==> config.mk <==
export PLATFORM = sky130hd
export DESIGN_NAME = aes_spi_scheduler
export DESIGN_NICKNAME = d
export VERILOG_FILES = /design/src/rtl/aes_spi_scheduler.sv
export SDC_FILE = /design/constraint.sdc
export NUM_CORES = 2
export LEC_CHECK = 0
export CORE_AREA = 2 2 359 361
export DETAILED_ROUTE_END_ITERATION = 8
export DIE_AREA = 0 0 361 363
export DONT_BUFFER_PORTS = 1
export SLEW_MARGIN = 20
export SYNTH_ARGS = -nofsm -noshare
export SYNTH_HDL_FRONTEND = slang
export SYNTH_SLANG_ARGS = --single-unit
==> constraint.sdc <==
create_clock -name clk -period 24.9 [get_ports clk]
set_input_delay 6.225 -clock clk [delete_from_list [all_inputs] [get_ports clk]]
set_output_delay 6.225 -clock clk [all_outputs]
set_load 0.05 [all_outputs]
==> src/rtl/aes_spi_scheduler.sv <==
// ---------------------------------------------------------------------------
// aes_spi_scheduler : round-robin sequencer for the shared AES SPI link. Rev 1.0
// ---------------------------------------------------------------------------
`default_nettype none

module aes_spi_scheduler #(
  parameter int DATA_BITS   = 128,
  parameter int KEY_BITS    = 256,
  parameter int WAIT_CYCLES = 4
) (
  input  logic                 clk,
  input  logic                 rst,
  input  logic                 req0_i,
  input  logic                 req1_i,
  input  logic                 mode0_i,
  input  logic                 mode1_i,
  input  logic [1:0]           nk0_i,
  input  logic [1:0]           nk1_i,
  input  logic [DATA_BITS-1:0] data0_i,
  input  logic [DATA_BITS-1:0] data1_i,
  input  logic [KEY_BITS-1:0]  key0_i,
  input  logic [KEY_BITS-1:0]  key1_i,
  output logic                 gnt0_o,
  output logic                 gnt1_o,
  output logic                 done0_o,
  output logic                 done1_o,
  output logic [DATA_BITS-1:0] data_out_o,
  output logic                 busy_o,
  output logic [1:0]           nk_val_o,
  output logic                 mosi_o,
  output logic                 cs_enc_n_o,
  output logic                 cs_dec_n_o,
  input  logic                 miso_enc_i,
  input  logic                 miso_dec_i
);

  typedef enum logic [2:0] {
    S_IDLE    = 3'd0,
    S_LOAD    = 3'd1,
    S_TX_DATA = 3'd2,
    S_TX_KEY  = 3'd3,
    S_WAIT    = 3'd4,
    S_RX      = 3'd5,
    S_DONE    = 3'd6
  } state_t;

  localparam int FRAME_BITS = DATA_BITS + KEY_BITS;
  // The LOAD cycle already drives the first data bit, so TX_DATA covers one fewer.
  localparam logic [8:0] c_DATA_LAST = 9'(DATA_BITS - 2);
  localparam logic [8:0] c_KEY_LAST  = 9'(KEY_BITS - 1);
  localparam logic [8:0] c_WAIT_LAST = 9'(WAIT_CYCLES - 1);
  localparam logic [8:0] c_RX_LAST   = 9'(DATA_BITS - 1);

  state_t                 state_q;
  logic [8:0]             cnt_q;
  logic                   sel1_q;
  logic                   prio1_q;
  logic                   mode_q;
  logic [1:0]             nk_q;
  logic [FRAME_BITS-1:0]  tx_q;
  logic [DATA_BITS-1:0]   rx_q;
  logic [DATA_BITS-1:0]   data_out_q;
  logic                   gnt0_q, gnt1_q, done0_q, done1_q, busy_q;
  logic                   mosi_q, cs_enc_n_q, cs_dec_n_q;

  logic                   w_win1;
  logic                   w_mode;
  logic [1:0]             w_nk;
  logic [DATA_BITS-1:0]   w_data;
  logic [KEY_BITS-1:0]    w_key;
  logic                   w_miso;

  // Requester 1 wins when alone, or on a tie when requester 0 was served last.
  assign w_win1 = req1_i & (~req0_i | prio1_q);
  assign w_mode = sel1_q ? mode1_i : mode0_i;
  assign w_nk   = sel1_q ? nk1_i   : nk0_i;
  assign w_data = sel1_q ? data1_i : data0_i;
  assign w_key  = sel1_q ? key1_i  : key0_i;
  assign w_miso = mode_q ? miso_enc_i : miso_dec_i;

  always_ff @(posedge clk or posedge rst) begin
    if (rst) begin
      state_q    <= S_IDLE;
      cnt_q      <= '0;
      sel1_q     <= 1'b0;
      prio1_q    <= 1'b0;
      mode_q     <= 1'b0;
      nk_q       <= 2'b00;
      tx_q       <= '0;
      rx_q       <= '0;
      data_out_q <= '0;
      gnt0_q     <= 1'b0;
      gnt1_q     <= 1'b0;
      done0_q    <= 1'b0;
      done1_q    <= 1'b0;
      busy_q     <= 1'b0;
      mosi_q     <= 1'b0;
      cs_enc_n_q <= 1'b1;
      cs_dec_n_q <= 1'b1;
    end else begin
      case (state_q)
        S_IDLE: begin
          done0_q <= 1'b0;
          done1_q <= 1'b0;
          if (req0_i || req1_i) begin
            state_q <= S_LOAD;
            busy_q  <= 1'b1;
            sel1_q  <= w_win1;
            gnt0_q  <= ~w_win1;
            gnt1_q  <= w_win1;
            prio1_q <= ~w_win1;
          end
        end
        S_LOAD: begin
          mode_q     <= w_mode;
          nk_q       <= w_nk;
          tx_q       <= {w_data[DATA_BITS-2:0], w_key, 1'b0};
          mosi_q     <= w_data[DATA_BITS-1];
          cs_enc_n_q <= ~w_mode;
          cs_dec_n_q <= w_mode;
          cnt_q      <= '0;
          state_q    <= S_TX_DATA;
        end
        S_TX_DATA: begin
          mosi_q <= tx_q[FRAME_BITS-1];
          tx_q   <= {tx_q[FRAME_BITS-2:0], 1'b0};
          if (cnt_q == c_DATA_LAST) begin
            cnt_q   <= '0;
            state_q <= S_TX_KEY;
          end else begin
            cnt_q <= cnt_q + 9'd1;
          end
        end
        S_TX_KEY: begin
          mosi_q <= tx_q[FRAME_BITS-1];
          tx_q   <= {tx_q[FRAME_BITS-2:0], 1'b0};
          if (cnt_q == c_KEY_LAST) begin
            cnt_q   <= '0;
            state_q <= S_WAIT;
          end else begin
            cnt_q <= cnt_q + 9'd1;
          end
        end
        S_WAIT: begin
          mosi_q <= 1'b0;
          if (cnt_q == c_WAIT_LAST) begin
            cnt_q   <= '0;
            state_q <= S_RX;
          end else begin
            cnt_q <= cnt_q + 9'd1;
          end
        end
        S_RX: begin
          rx_q <= {rx_q[DATA_BITS-2:0], w_miso};
          if (cnt_q == c_RX_LAST) begin
            cnt_q      <= '0;
            cs_enc_n_q <= 1'b1;
            cs_dec_n_q <= 1'b1;
            state_q    <= S_DONE;
          end else begin
            cnt_q <= cnt_q + 9'd1;
          end
        end
        S_DONE: begin
          data_out_q <= rx_q;
          done0_q    <= ~sel1_q;
          done1_q    <= sel1_q;
          gnt0_q     <= 1'b0;
          gnt1_q     <= 1'b0;
          busy_q     <= 1'b0;
          state_q    <= S_IDLE;
        end
        default: state_q <= S_IDLE;
      endcase
    end
  end

  assign gnt0_o     = gnt0_q;
  assign gnt1_o     = gnt1_q;
  assign done0_o    = done0_q;
  assign done1_o    = done1_q;
  assign data_out_o = data_out_q;
  assign busy_o     = busy_q;
  assign nk_val_o   = nk_q;
  assign mosi_o     = mosi_q;
  assign cs_enc_n_o = cs_enc_n_q;
  assign cs_dec_n_o = cs_dec_n_q;

endmodule

`default_nettype wire

==> summary.txt <==
Route
  • Residual DRC count: 0
  • DRT antenna net count: 0
  • 1st-pass router iterations: 7
  • DR vias: between 20000 and 25000
  • Drt total wl: 102 mm
  • DR vias/cell: slightly above 5
  • Wirelength per Cell: about 22 um
  • DR iter-0 viols: roughly 2400

Power
  • Power Dens Cells: 81.7 nW/um^2
  • Seq pwr share: 0.442
  • Max VDD drop: 0.0000653 V
  • Clock group share of total power: 0.384
  • Switch share: 0.290
  • Combinational group share of total power: 0.173
  • Internal Power: 2.21 mW
  • Sw power: roughly 900 uW
  • Leak: approximately 16 nW

Synth
  • Dominant cells by area after synthesis: dfrtp_1, mux2_2, a22oi_1
  • Cell taking the most area after synthesis: dfrtp_1
  • Mapped Nets: 3898
  • Seq cells post-synth: approximately 660
  • Post-Syn Area: around 34000 um^2
  • Top_reg_cell synth: dfrtp_1
  • Yosys cell types: 48
  • Synth Instances: slightly above 3000
  • Synth Warn #: 0
  • Synth top area share: 0.488
  • Synth async-reset ratio: 1.00
  • Syn_area_per_cell: around 11 um^2
  • Number of synthesized flops with an enable pin: 0
  • Seq/Total Area, Yosys: 0.489

Worst setup path
  • Setup CP Type: input pin to async pin
  • Critical path capture point type: async pin
  • WP data arrival: roughly 10 ns
  • CP max stage delay: 0.86 ns
  • Critical path's most frequent cell: buf_4
  • Setup crit start kind: input pin
  • Max FO, Critical Path: between 100 and 150
  • Crit-path slowest cell: buf_4
  • Critical-path cell list: inv_8 -> buf_4 -> buf_4 -> buf_4 -> buf_4
  • Worst EP required: ~26 ns
  • Buffer and inverter count on the worst path: 5
  • CP top delay family: buffers and inverters

Global routing
  • Largest net degree at the start of global routing: between 150 and 200
  • Antenna violations before repair: 40
  • Number of global-route vias before repair: approximately 23000
  • Tot GR Track Use: 0.147
  • Total global routing overflow: 0
  • First-pass GRT wire length: about 150 mm

Clocking
  • Clock Latency Late Sink: around 0.68 ns
  • Worst-path clk slew: roughly 0.06 ns
  • Post-CTS setup buffer count: 0
  • CTS sink cnt: about 660
  • CTS root buf: clkbuf_16
  • Hold-fix buffers at CTS: 0
  • CTS buffer count: 76
  • Max Root-Sink Buffers: 3
  • CTS tree: done
  • H-tree levels: 3
  • CTS resizes: 0

Outcome
  • Status: finished clean

Timing
  • Skew final: 0.0582 ns
  • Least-Margin Pin Slew: approximately 1.4 ns
  • Minimum clock period: ~9.4 ns
  • Final setup vio count: 0
  • Fmax: between 0.1 and 0.15 GHz
  • Hold Vio Cnt, Final: 0
  • Max-slew violations: 0
  • Period utilization: 0.378
  • Setup TNS: 0 ns
  • Rel. slew slack: 0.0718
  • RSZ-0062 raised after global routing: no

Placement
  • Placed cells: approximately 4500
  • GPL Wtd Cong: roughly 0.96
  • DP Wirelength: around 68 mm
  • Port bufs: 0

Job
  • Total of max-cap violations: 0

Floorplan
  • DIE HEIGHT: about 360 um
  • Row count: between 100 and 150
  • Core area: 127000 um^2
  • Ports: around 920
  • Initial core utilization: 0.267
  • Die Wd: roughly 360 um
  • Die area: roughly 130000 um^2

Finish
  • NumNets Final: roughly 3700
  • Layout cells sized above 1: 0.273
  • Synth-to-layout area growth: 12.4%
  • Fin cells: 4700
  • Layout fillers: around 13000

Min path
  • Worst min-delay path class: flip-flop to flip-flop
final timing paths:
path | start | end | slack, ns | depth (start not counted)
worst min register to register | tx_q[355] | tx_q[355] | 0.48 | 2
worst max-delay path | rst | tx_q[261] | 15.48 | 5
worst max register to register | state_q[0] | tx_q[230] | 20.48 | 6
min in group asynchronous | rst | rx_q[59] | 5.56 | 1
worst min-delay path | tx_q[355] | tx_q[355] | 0.48 | 2
max in group clk | gnt1_o | gnt1_o | 17.22 | 0
cell usage in the layout, fill, tap and decap left out, drive strengths merged, types with 3 or more instances in the layout:
cell type	Yosys	routed
nor3	3	3
dfrtp	662	662
a31oi	3	3
a22oi	383	383
clkinv	0	15
mux2	641	641
buf	93	37
a21oi	268	268
nand3	9	9
a221o	5	5
diode	0	26
inv	10	11
bufinv	0	7
nand2	141	141
ha	4	4
nor2b	265	265
and2	3	3
mux2i	4	4
clkbuf	184	115
o21ai	394	394
nor2	8	8
a311oi	4	4
synth_stat cells (2+ instances only):
library cell / n
inv_1: 10
or2_2: 2
o21ai_0: 391
dfrtp_1: 662
nand2b_1: 2
buf_2: 49
a22oi_1: 383
nand3_1: 8
nor2b_1: 265
or3_1: 2
buf_1: 43
a31oi_1: 3
nor3_1: 3
a22o_1: 2
a21oi_1: 268
a221o_1: 5
ha_1: 4
nor2_1: 8
a311oi_1: 4
nand2_1: 141
mux2_2: 640
mux2i_1: 4
clkbuf_1: 184
nand4_1: 2
dfstp_2: 2
o21ai_1: 3
and2_1: 3
state kept, by name, summed over array words and instances (netlist names):
| name | flops |
|---|---|
| cs_enc_n_o | 1 |
| gnt1_o | 1 |
| nk_val_o | 2 |
| cs_dec_n_o | 1 |
| mosi_o | 1 |
| rx_q | 128 |
| busy_o | 1 |
| sel1_q | 1 |
| gnt0_o | 1 |
| cnt_q | 9 |
| data_out_o | 128 |
| prio1_q | 1 |
| mode_q | 1 |
| tx_q | 383 |
| done1_o | 1 |
| done0_o | 1 |
| state_q | 3 |
final cells by class:
class                      instances  area [um^2]  share of cell area
multi-input combinational       2163        16200               0.425
inverter                          10         45.0             0.00118
antenna                           26         65.1             0.00170
clock buffer                     115         2280              0.0597
tap                             1662         2080              0.0545
timing repair buffer              37          379             0.00993
sequential                       664        16600               0.436
clock inverter                    23          459              0.0120
routing by layer:
| layer | track usage | wire length (um) | vias up |
|---|---|---|---|
| met5 | 0 | 140 | - |
| met4 | 0.0487 | 2960 | 20 |
| met3 | 0.0453 | 7080 | 186 |
| met2 | 0.234 | 48000 | 800 |
| met1 | 0.189 | 43300 | 11947 |
| li1 | - | - | 11118 |
power by group through the flow:
stage          registers, mW  logic (mW)  clock network [mW]
2_1_floorplan           1.34       0.455                   0
3_3_place_gp            1.39       0.534                   0
3_5_place_dp            1.39       0.545                   0
4_1_cts                 1.38       0.547                1.24
5_1_grt                 1.40       0.612                1.28
6_report                1.38       0.541                1.20
kinds of logic after synthesis:
kind of cell,Yosys count,synth area share
simple gates,444,0.0717
mux,645,0.214
fa+ha+maj,4,0.00147
flops,664,0.489
compound gates,1070,0.190
buf+inv,287,0.0338
stage by stage:
stage | power [mW] | area (um^2) | util | hold slack, ns | setup slack, ns
4_1_cts | 3.17 | 38000 | 0.299 | 0.484 | 15.29
2_1_floorplan | 1.79 | 34000 | - | 0.450 | 0.0688
6_report | 3.12 | 38200 | 0.300 | 0.481 | 15.48
3_3_place_gp | 1.92 | 35300 | 0.278 | 0.463 | 14.58
3_5_place_dp | 1.94 | 35300 | 0.278 | 0.471 | 14.56
5_1_grt | 3.30 | 38100 | 0.300 | 0.509 | 14.79
worst min-delay path, cell delays in order (launching register included):
cell and delay (ns):
dfrtp_1 0.34, nand2_1 0.05, o21ai_0 0.06
No activity file was read; power rests on OpenSTA's default activity.
